**src/rtl/imem_port_arbiter.sv**
```systemverilog
// Shares one memory port between debug, load/store and fetch with one outstanding
// transaction, fixed priority, a fetch starvation guard and stale-fetch dropping.
module imem_port_arbiter #(
   parameter int AddrW    = 32,
   parameter int DataW    = 32,
   parameter int StallMax = 4
) (
   input  logic               clk_i,
   input  logic               rst_i,
   input  logic               dbg_req_i,
   input  logic [AddrW-1:0]   dbg_addr_i,
   input  logic               dbg_we_i,
   input  logic [DataW/8-1:0] dbg_be_i,
   input  logic [DataW-1:0]   dbg_wdata_i,
   output logic               dbg_gnt_o,
   output logic               dbg_rvalid_o,
   output logic [DataW-1:0]   dbg_rdata_o,
   input  logic               dat_req_i,
   input  logic [AddrW-1:0]   dat_addr_i,
   input  logic               dat_we_i,
   input  logic [DataW/8-1:0] dat_be_i,
   input  logic [DataW-1:0]   dat_wdata_i,
   output logic               dat_gnt_o,
   output logic               dat_rvalid_o,
   output logic [DataW-1:0]   dat_rdata_o,
   input  logic               if_req_i,
   input  logic [AddrW-1:0]   if_addr_i,
   output logic               if_gnt_o,
   output logic               if_rvalid_o,
   output logic [DataW-1:0]   if_rdata_o,
   input  logic               if_flush_i,
   output logic               mem_req_o,
   output logic [AddrW-1:0]   mem_addr_o,
   output logic               mem_we_o,
   output logic [DataW/8-1:0] mem_be_o,
   output logic [DataW-1:0]   mem_wdata_o,
   input  logic               mem_gnt_i,
   input  logic               mem_rvalid_i,
   input  logic [DataW-1:0]   mem_rdata_i
);

   localparam int BeW = DataW / 8;
   localparam logic [3:0] StallLim = 4'(StallMax);

   typedef enum logic [1:0] {IDLE, HOLD, RSP} state_t;
   typedef enum logic [1:0] {OWN_NONE, OWN_DBG, OWN_DAT, OWN_IF} owner_t;

   state_t state, state_next;
   owner_t owner, owner_next, winner, grant_to, rsp_to;
   logic stale, stale_next, stale_now;
   logic [3:0] starve_cnt, starve_next;
   logic arb, if_ok, capture;

   logic [AddrW-1:0] win_addr, hold_addr;
   logic             win_we, hold_we;
   logic [BeW-1:0]   win_be, hold_be;
   logic [DataW-1:0] win_wdata, hold_wdata;

   logic unused_bits;
   assign unused_bits = ^if_addr_i[1:0];

   assign dbg_rdata_o = mem_rdata_i;
   assign dat_rdata_o = mem_rdata_i;
   assign if_rdata_o  = mem_rdata_i;

   // A flush in the same cycle already makes the fetch in flight stale.
   assign stale_now = stale || (if_flush_i && owner == OWN_IF && state != IDLE);

   always_comb begin
      arb   = (state == IDLE) || (state == RSP && mem_rvalid_i);
      if_ok = if_req_i && !if_flush_i;
      winner = OWN_NONE;
      if (if_ok && starve_cnt == StallLim) winner = OWN_IF;
      else if (dbg_req_i)                  winner = OWN_DBG;
      else if (dat_req_i)                  winner = OWN_DAT;
      else if (if_ok)                      winner = OWN_IF;

      win_addr  = '0;
      win_we    = 1'b0;
      win_be    = '0;
      win_wdata = '0;
      case (winner)
         OWN_DBG: begin
            win_addr  = dbg_addr_i;
            win_we    = dbg_we_i;
            win_be    = dbg_be_i;
            win_wdata = dbg_wdata_i;
         end
         OWN_DAT: begin
            win_addr  = dat_addr_i;
            win_we    = dat_we_i;
            win_be    = dat_be_i;
            win_wdata = dat_wdata_i;
         end
         OWN_IF: begin
            win_addr = {if_addr_i[AddrW-1:2], 2'b00};
            win_be   = '1;
         end
         default: ;
      endcase
   end

   always_comb begin
      state_next  = state;
      owner_next  = owner;
      stale_next  = stale_now;
      capture     = 1'b0;
      grant_to    = OWN_NONE;
      rsp_to      = OWN_NONE;
      mem_req_o   = 1'b0;
      mem_addr_o  = '0;
      mem_we_o    = 1'b0;
      mem_be_o    = '0;
      mem_wdata_o = '0;

      if (state == RSP && mem_rvalid_i && !(owner == OWN_IF && stale_now))
         rsp_to = owner;

      if (arb) begin
         stale_next = 1'b0;
         owner_next = winner;
         if (winner != OWN_NONE) begin
            mem_req_o   = 1'b1;
            mem_addr_o  = win_addr;
            mem_we_o    = win_we;
            mem_be_o    = win_be;
            mem_wdata_o = win_wdata;
            if (mem_gnt_i) begin
               grant_to   = winner;
               state_next = RSP;
            end else begin
               capture    = 1'b1;
               state_next = HOLD;
            end
         end else begin
            state_next = IDLE;
         end
      end else if (state == HOLD) begin
         mem_req_o   = 1'b1;
         mem_addr_o  = hold_addr;
         mem_we_o    = hold_we;
         mem_be_o    = hold_be;
         mem_wdata_o = hold_wdata;
         if (mem_gnt_i) begin
            state_next = RSP;
            if (!(owner == OWN_IF && stale_now)) grant_to = owner;
         end
      end

      dbg_gnt_o    = (grant_to == OWN_DBG);
      dat_gnt_o    = (grant_to == OWN_DAT);
      if_gnt_o     = (grant_to == OWN_IF);
      dbg_rvalid_o = (rsp_to == OWN_DBG);
      dat_rvalid_o = (rsp_to == OWN_DAT);
      if_rvalid_o  = (rsp_to == OWN_IF);
   end

   always_comb begin
      starve_next = starve_cnt;
      if (!if_req_i || if_gnt_o)             starve_next = 4'd0;
      else if (arb && starve_cnt < StallLim) starve_next = starve_cnt + 4'd1;
   end

   always_ff @(posedge clk_i) begin
      if (rst_i) begin
         state      <= IDLE;
         owner      <= OWN_NONE;
         stale      <= 1'b0;
         starve_cnt <= 4'd0;
         hold_addr  <= '0;
         hold_we    <= 1'b0;
         hold_be    <= '0;
         hold_wdata <= '0;
      end else begin
         state      <= state_next;
         owner      <= owner_next;
         stale      <= stale_next;
         starve_cnt <= starve_next;
         if (capture) begin
            hold_addr  <= win_addr;
            hold_we    <= win_we;
            hold_be    <= win_be;
            hold_wdata <= win_wdata;
         end
      end
   end

   // A response with nothing outstanding, or stale for a non-fetch owner, is a protocol error.
   unexpected_rvalid: assert property (@(posedge clk_i) disable iff (rst_i)
      mem_rvalid_i |-> (state != IDLE && !(stale && owner != OWN_IF)));

endmodule

```
**config.mk**
```make
export PLATFORM = sky130hd
export DESIGN_NAME = imem_port_arbiter
export DESIGN_NICKNAME = d
export VERILOG_FILES = /design/src/rtl/imem_port_arbiter.sv
export SDC_FILE = /design/constraint.sdc
export NUM_CORES = 1
export LEC_CHECK = 0
export ABC_AREA = 0
export CORE_AREA = 8 8 144 146
export DETAILED_ROUTE_END_ITERATION = 8
export DIE_AREA = 0 0 152 154
export PLACE_DENSITY_LB_ADDON = 0.25
export SYNTH_ARGS = -nofsm -noshare
export SYNTH_HDL_FRONTEND = slang
export SYNTH_SLANG_ARGS = --single-unit
```
**constraint.sdc**
```tcl
create_clock -name clk_i -period 2.5 [get_ports clk_i]
set_input_delay 0.25 -clock clk_i [delete_from_list [all_inputs] [get_ports clk_i]]
set_output_delay 0.25 -clock clk_i [all_outputs]
set_load 0.03 [all_outputs]
```
# Word-level counts from Yosys, hierarchy flattened
# Index checks and enable logic that the tools add are counted.
# Widths: inputs -> output; s select.
[totals]
out_inout_bits = 172
reg_bits = 78
in_bits = 210
word_cells = 83
[op_classes]
n_eq_ne = 13
reduce_logical = 22
addsub = 1
muxes = 38
n_lt_le_gt_ge = 1
[ops]
columns = ["cell", "n"]
rows = [
  ["$mux 32", 6],
  ["$pmux 32 s3", 1],
  ["$pmux 32 s2", 1],
  ["$mux 2", 16],
  ["$eq 2x2->1 const B", 8],
  ["$mux 4", 3],
  ["$pmux 4 s3", 1],
  ["$mux 1", 9],
  ["$eq 2x1->1 const B", 4],
  ["$logic_and 1x1->1", 8],
  ["$reduce_bool 2->1", 4],
  ["$add 4x1->4 const B", 1],
  ["$eq 4x3->1 const B", 1],
  ["$lt 4x3->1 const B", 1],
  ["$reduce_or 2->1", 2],
  ["$logic_not 1->1", 3],
  ["$logic_or 1x1->1", 3],
  ["$logic_not 2->1", 1],
  ["$pmux 1 s2", 1],
  ["$reduce_and 2->1", 1],
]

# Longest topological paths before layout
[logic_depth]
depth_word = 12
ltp_mapped = 14
ltp_nobuf = 11

# Least setup slack after synthesis
# Ideal clock, no wire load.
[synth_path]
kind = "flip-flop to output port"
start = "register starve_cnt[0]"
end = "output dat_gnt_o"
n_path_buf = 0
path_stages_with_launch = 9
arrival_time_ns = 2.457
t_required_ns = 2.250
setup_slack_ns = -0.207
cell_sequence = "dfxtp_1 inv_1 ha_1 nand3b_1 o211a_1 ha_1 nor3_2 a32o_1 nor3b_1"
[synth_between]
elab_chain_len = 7
elab_cells_between_ends = 8
classes_between = "eq/ne: 2; mux: 4; reduce/logical: 2"
[synth_lines]
columns = ["item", "line", "rtl"]
rows = [
  ["from (decl)", "51", "logic [3:0] starve_cnt, starve_next;"],
  ["from (signal assigned)", "178", "starve_cnt <= starve_next;"],
  ["$eq 4x3->1 (*)", "73", "if (if_ok && starve_cnt == StallLim) winner = OWN_IF;"],
  ["$logic_and 1x1->1 (*)", "73", ""],
  ["$mux 2 (*)", "73", ""],
  ["$mux 2 / $reduce_bool 2->1 (equally long branches)", "128, 122", ""],
  ["$mux 2 (*)", "122", "if (winner != OWN_NONE) begin"],
  ["$mux 2 (*)", "119", "if (arb) begin"],
  ["$eq 2x2->1 (*)", "151", "dat_gnt_o = (grant_to == OWN_DAT);"],
  ["to (decl)", "23", "output logic dat_gnt_o,"],
]
# Mark *: on every way between the ends. The rest lies on a longest branch, timed or not.

# Worst setup path in the final report
[layout_path]
start = "input dbg_req_i"
end = "output mem_addr_o[14]"
[layout_between]
elab_chain_len = 6
elab_cells_between_ends = 9
classes_between = "eq/ne: 3; mux: 5; reduce/logical: 1"
[layout_lines]
columns = ["item", "line", "rtl"]
rows = [
  ["from (decl)", "10", "input logic dbg_req_i,"],
  ["$mux 2 (*)", "74", "else if (dbg_req_i) winner = OWN_DBG;"],
  ["$mux 2 (*)", "73", ""],
  ["$eq 2x2->1 / $eq 2x1->1 (equally long branches)", "82", "case (winner)"],
  ["$pmux 32 s3", "82", ""],
  ["$mux 32 (*)", "122", ""],
  ["$mux 32 (*)", "119", ""],
  ["to (decl)", "33", "output logic [AddrW-1:0] mem_addr_o,"],
]
# Marked as above.

==> impl_results.rst <==
.. list-table::
   :header-rows: 1

   * - Metric
     - Value
   * - Fraction of final layout cells with drive strength greater than 1
     - 33.76%
   * - Worst path arrival time
     - 2.74 ns
   * - Post-synth cell types
     - 41
   * - Worst hold start
     - if_req_i
   * - Final weighted congestion in routability-driven placement
     - 0.7944
   * - Total detailed-routing wirelength
     - 24250 um
   * - Net switching power figure
     - 1534 uW
   * - Setup Skew
     - 0.008288 ns
   * - Max Root-Sink Buffers
     - 2
   * - Wire per inst
     - 20.52 um
   * - Clk sinks
     - 78
   * - Number of antenna repair diodes
     - 0
   * - Number of instances in the synthesized netlist
     - 694
   * - Max Cap Viol
     - 0
   * - Fmax
     - 0.3348 GHz
   * - Final setup TNS
     - -30.28 ns
   * - Cell types with the largest area share after synthesis
     - dfxtp_1, buf_4, a22o_1
   * - Total length of routed met2 wires
     - 11720 um
   * - CTS Hold Bufs
     - 0
   * - Pin count of the biggest net entering global routing
     - 77
   * - DIE AREA
     - 23410 um^2
   * - Worst R2R Start
     - starve_cnt[0]$_SDFFE_PP0P_
   * - Antenna violations before repair
     - 1
   * - Fraction of synthesis flops using an asynchronous set or reset pin
     - 0%
   * - Router iterations before antenna repair
     - 5
   * - DR WL met3
     - 2312 um
   * - Number of buffers added by the clock tree synthesis step
     - 9
   * - Number of nets in the layout
     - 1160
   * - Origin of the worst setup path
     - dbg_req_i
   * - Port buffer count
     - 251
   * - Worst VDD drop
     - 0.3323 mV
   * - Clock power frac
     - 26.4%
   * - Main synth FF type
     - dfxtp_1
   * - Final worst-path setup slack
     - -0.4866 ns
   * - Max-Slew Margin vs Limit
     - 34.85%
   * - FF+latch count, synth
     - 78
   * - Combinational Power Share
     - 44.9%
   * - Number of flops mapped to enable cells by yosys
     - 0
   * - Width of the die
     - 152 um
   * - Power per cell area
     - 483.9 nW/um^2
   * - Antenna-violating nets left
     - 0
   * - Violations in the final reports
     - negative setup slack
   * - Syn Nets
     - 911
   * - Number of global-route vias before repair
     - 6730
   * - Die Y-Extent
     - 154 um
   * - Post-layout power
     - 4627 uW
   * - Final number of hold-violating endpoints
     - 0
   * - Count of vias placed by the detailed router
     - 6278
   * - Avg Vias per Cell
     - 5.311
   * - CTS H-tree depth
     - 3
   * - Post-synthesis sequential area ratio
     - 28.74%
   * - Final critical-path required period
     - 2.987 ns
   * - Maximum fanout along the worst path
     - 14
   * - Grt total ovfl
     - 0
   * - Place WS
     - -0.4715 ns
   * - Detailed-route wire length on metal 1
     - 9472 um
   * - Netlist area before placement
     - 5434 um^2
   * - Synth Area per Inst
     - 7.830 um^2
   * - Later-pin clock latency in the skew report
     - 0.34 ns
   * - Setup repair after global routing missed its margin
     - true
   * - Placed cell area
     - 7963 um^2
   * - Aggregate global-route resource usage
     - 20.14%
   * - Area share of the largest cell type after synthesis
     - 28.74%
   * - Clk root buf
     - clkbuf_16
   * - Placeable Area
     - 18460 um^2
   * - Highest routing layer actually used
     - met5
   * - Post-route standard cell area excluding fillers
     - 9562 um^2
   * - Design internal power
     - 3093 uW
   * - Wire length of the first global-routing pass
     - 37490 um
   * - Pins over their slew limit
     - 0
   * - Share of the cycle needed by the critical path after routing
     - 119.5%
   * - Status
     - complete, but fails checks
   * - Residual DRC
     - 0
   * - CTS tree
     - built
   * - Type of origin of the critical path
     - primary input
   * - Seq pwr share
     - 28.7%
   * - Min-delay worst type
     - primary input to flop
   * - Number of violations reported at the end of detailed-routing iteration 0
     - 440
   * - Classification of the worst setup path
     - primary input to output port
   * - Worst-path clk slew
     - 0.06 ns
   * - Leading cell type in the layout, fill and taps excluded
     - clkdlybuf4s50_1
   * - Total setup violations reported at the end of the flow
     - 74
   * - Leakage component of the power
     - 0.003902 uW
   * - Commonest cells after routing, fill and taps aside
     - clkdlybuf4s50_1, buf_4, nand2_1
   * - Yosys synthesis warning count
     - 0
   * - Minimum hold slack
     - 0.3886 ns
   * - Cell accounting for the most synthesized area
     - dfxtp_1
   * - Row Count
     - 50
   * - Proportion of total power due to net switching
     - 33.14%
   * - Post-detail-place hpwl
     - 15650 um
   * - Worst-margin pin slew
     - 0.9752 ns
   * - Initial Util
     - 29.44%
   * - Number of top-level pins
     - 382
   * - Syn-to-layout area delta
     - 75.96%
   * - Capturing element type of the critical path
     - output port
   * - Required time reported for the critical path endpoint
     - 2.25 ns
-- kinds of logic (layout without fill, tap and decap cells) --
logic type	Yosys count	in the layout	share of synthesized area, %
flops	78	78	28.74
compound gates	228	228	32.60
xor+xnor	1	1	0.1612
simple gates	204	204	16.53
fa+ha+maj	7	7	1.612
buf+inv	175	429	20.17
mux	1	1	0.1842
-- per-layer routing --
metal,track usage (%),up-vias
met2,34.33,285
met4,8.853,2
li1,-,2970
met1,22.32,2957
met3,7.175,64
met5,0,-
-- through the flow --
step	instances	utilization [%]
4_1_cts	1190	51.70
2_1_floorplan	694	-
5_1_grt	1182	51.81
6_report	1182	51.81
3_5_place_dp	1103	43.15
3_3_place_gp	1103	43.15
-- flip-flops by register name, indices dropped and copies added, names as in the netlist --
name and count:
hold_be 4, stale 1, hold_we 1, starve_cnt 4
owner 2, hold_wdata 32, state 2, hold_addr 32
-- final cells by class --
type | count | area [um^2]
multi-input combinational | 441 | 3077
fill | 1698 | 8894
sequential | 78 | 1564
tap | 234 | 292.8
inverter | 8 | 33.78
clock inverter | 4 | 22.52
clock buffer | 12 | 246.5
timing repair buffer | 405 | 4325
-- worst max-delay path, cell delays in order --
cell and delay [ns]:
clkdlybuf4s50_1 0.45, or3b_1 0.42, o211a_4 0.18, buf_4 0.16, ha_4 0.21, buf_12 0.17, a222oi_1 0.38, nor2_1 0.13
a22o_2 0.24, buf_6 0.14
-- synth_stat cells (all sizes together) (2+ instances only) --
master	count
nor3b	2
nand3	35
nand2b	3
a21oi	74
inv	8
o21ai	6
a211oi	2
buf	117
nor3	3
nor2	42
a31oi	2
nor4	2
clkbuf	50
nor2b	2
a22o	69
a311oi	2
a32o	35
a22oi	2
ha	7
a221oi	4
dfxtp	78
a222oi	30
nand2	107
-- power groups by stage --
stage	Combinational, uW	Clock [uW]	Sequential, uW
floorplan	1090	0	1350
global placement	1660	0	1350
detailed placement	1660	0	1350
CTS	2070	1260	1330
global route	2200	1330	1330
finish	2080	1220	1330
-- path summary, 6_finish.rpt --
kind         cells after the start  slack (ns)                         end
min                              3        0.39  starve_cnt[1]$_SDFFE_PP0P_
min reg2reg                      2        0.45  hold_wdata[9]$_SDFFE_PP0P_
max reg2reg                     16       -0.21  hold_addr[27]$_SDFFE_PP0P_
max                             10       -0.49              mem_addr_o[14]
-- timing repair --
action | CTS | global route
endpoints found under the setup margin | 142 | 126
gates resized for setup | 147 | 45
pin swaps | 86 | 91
cloned | 10 | 2
buffers inserted | 74 | 28
Note: power is estimated with default switching activity, not from simulation.
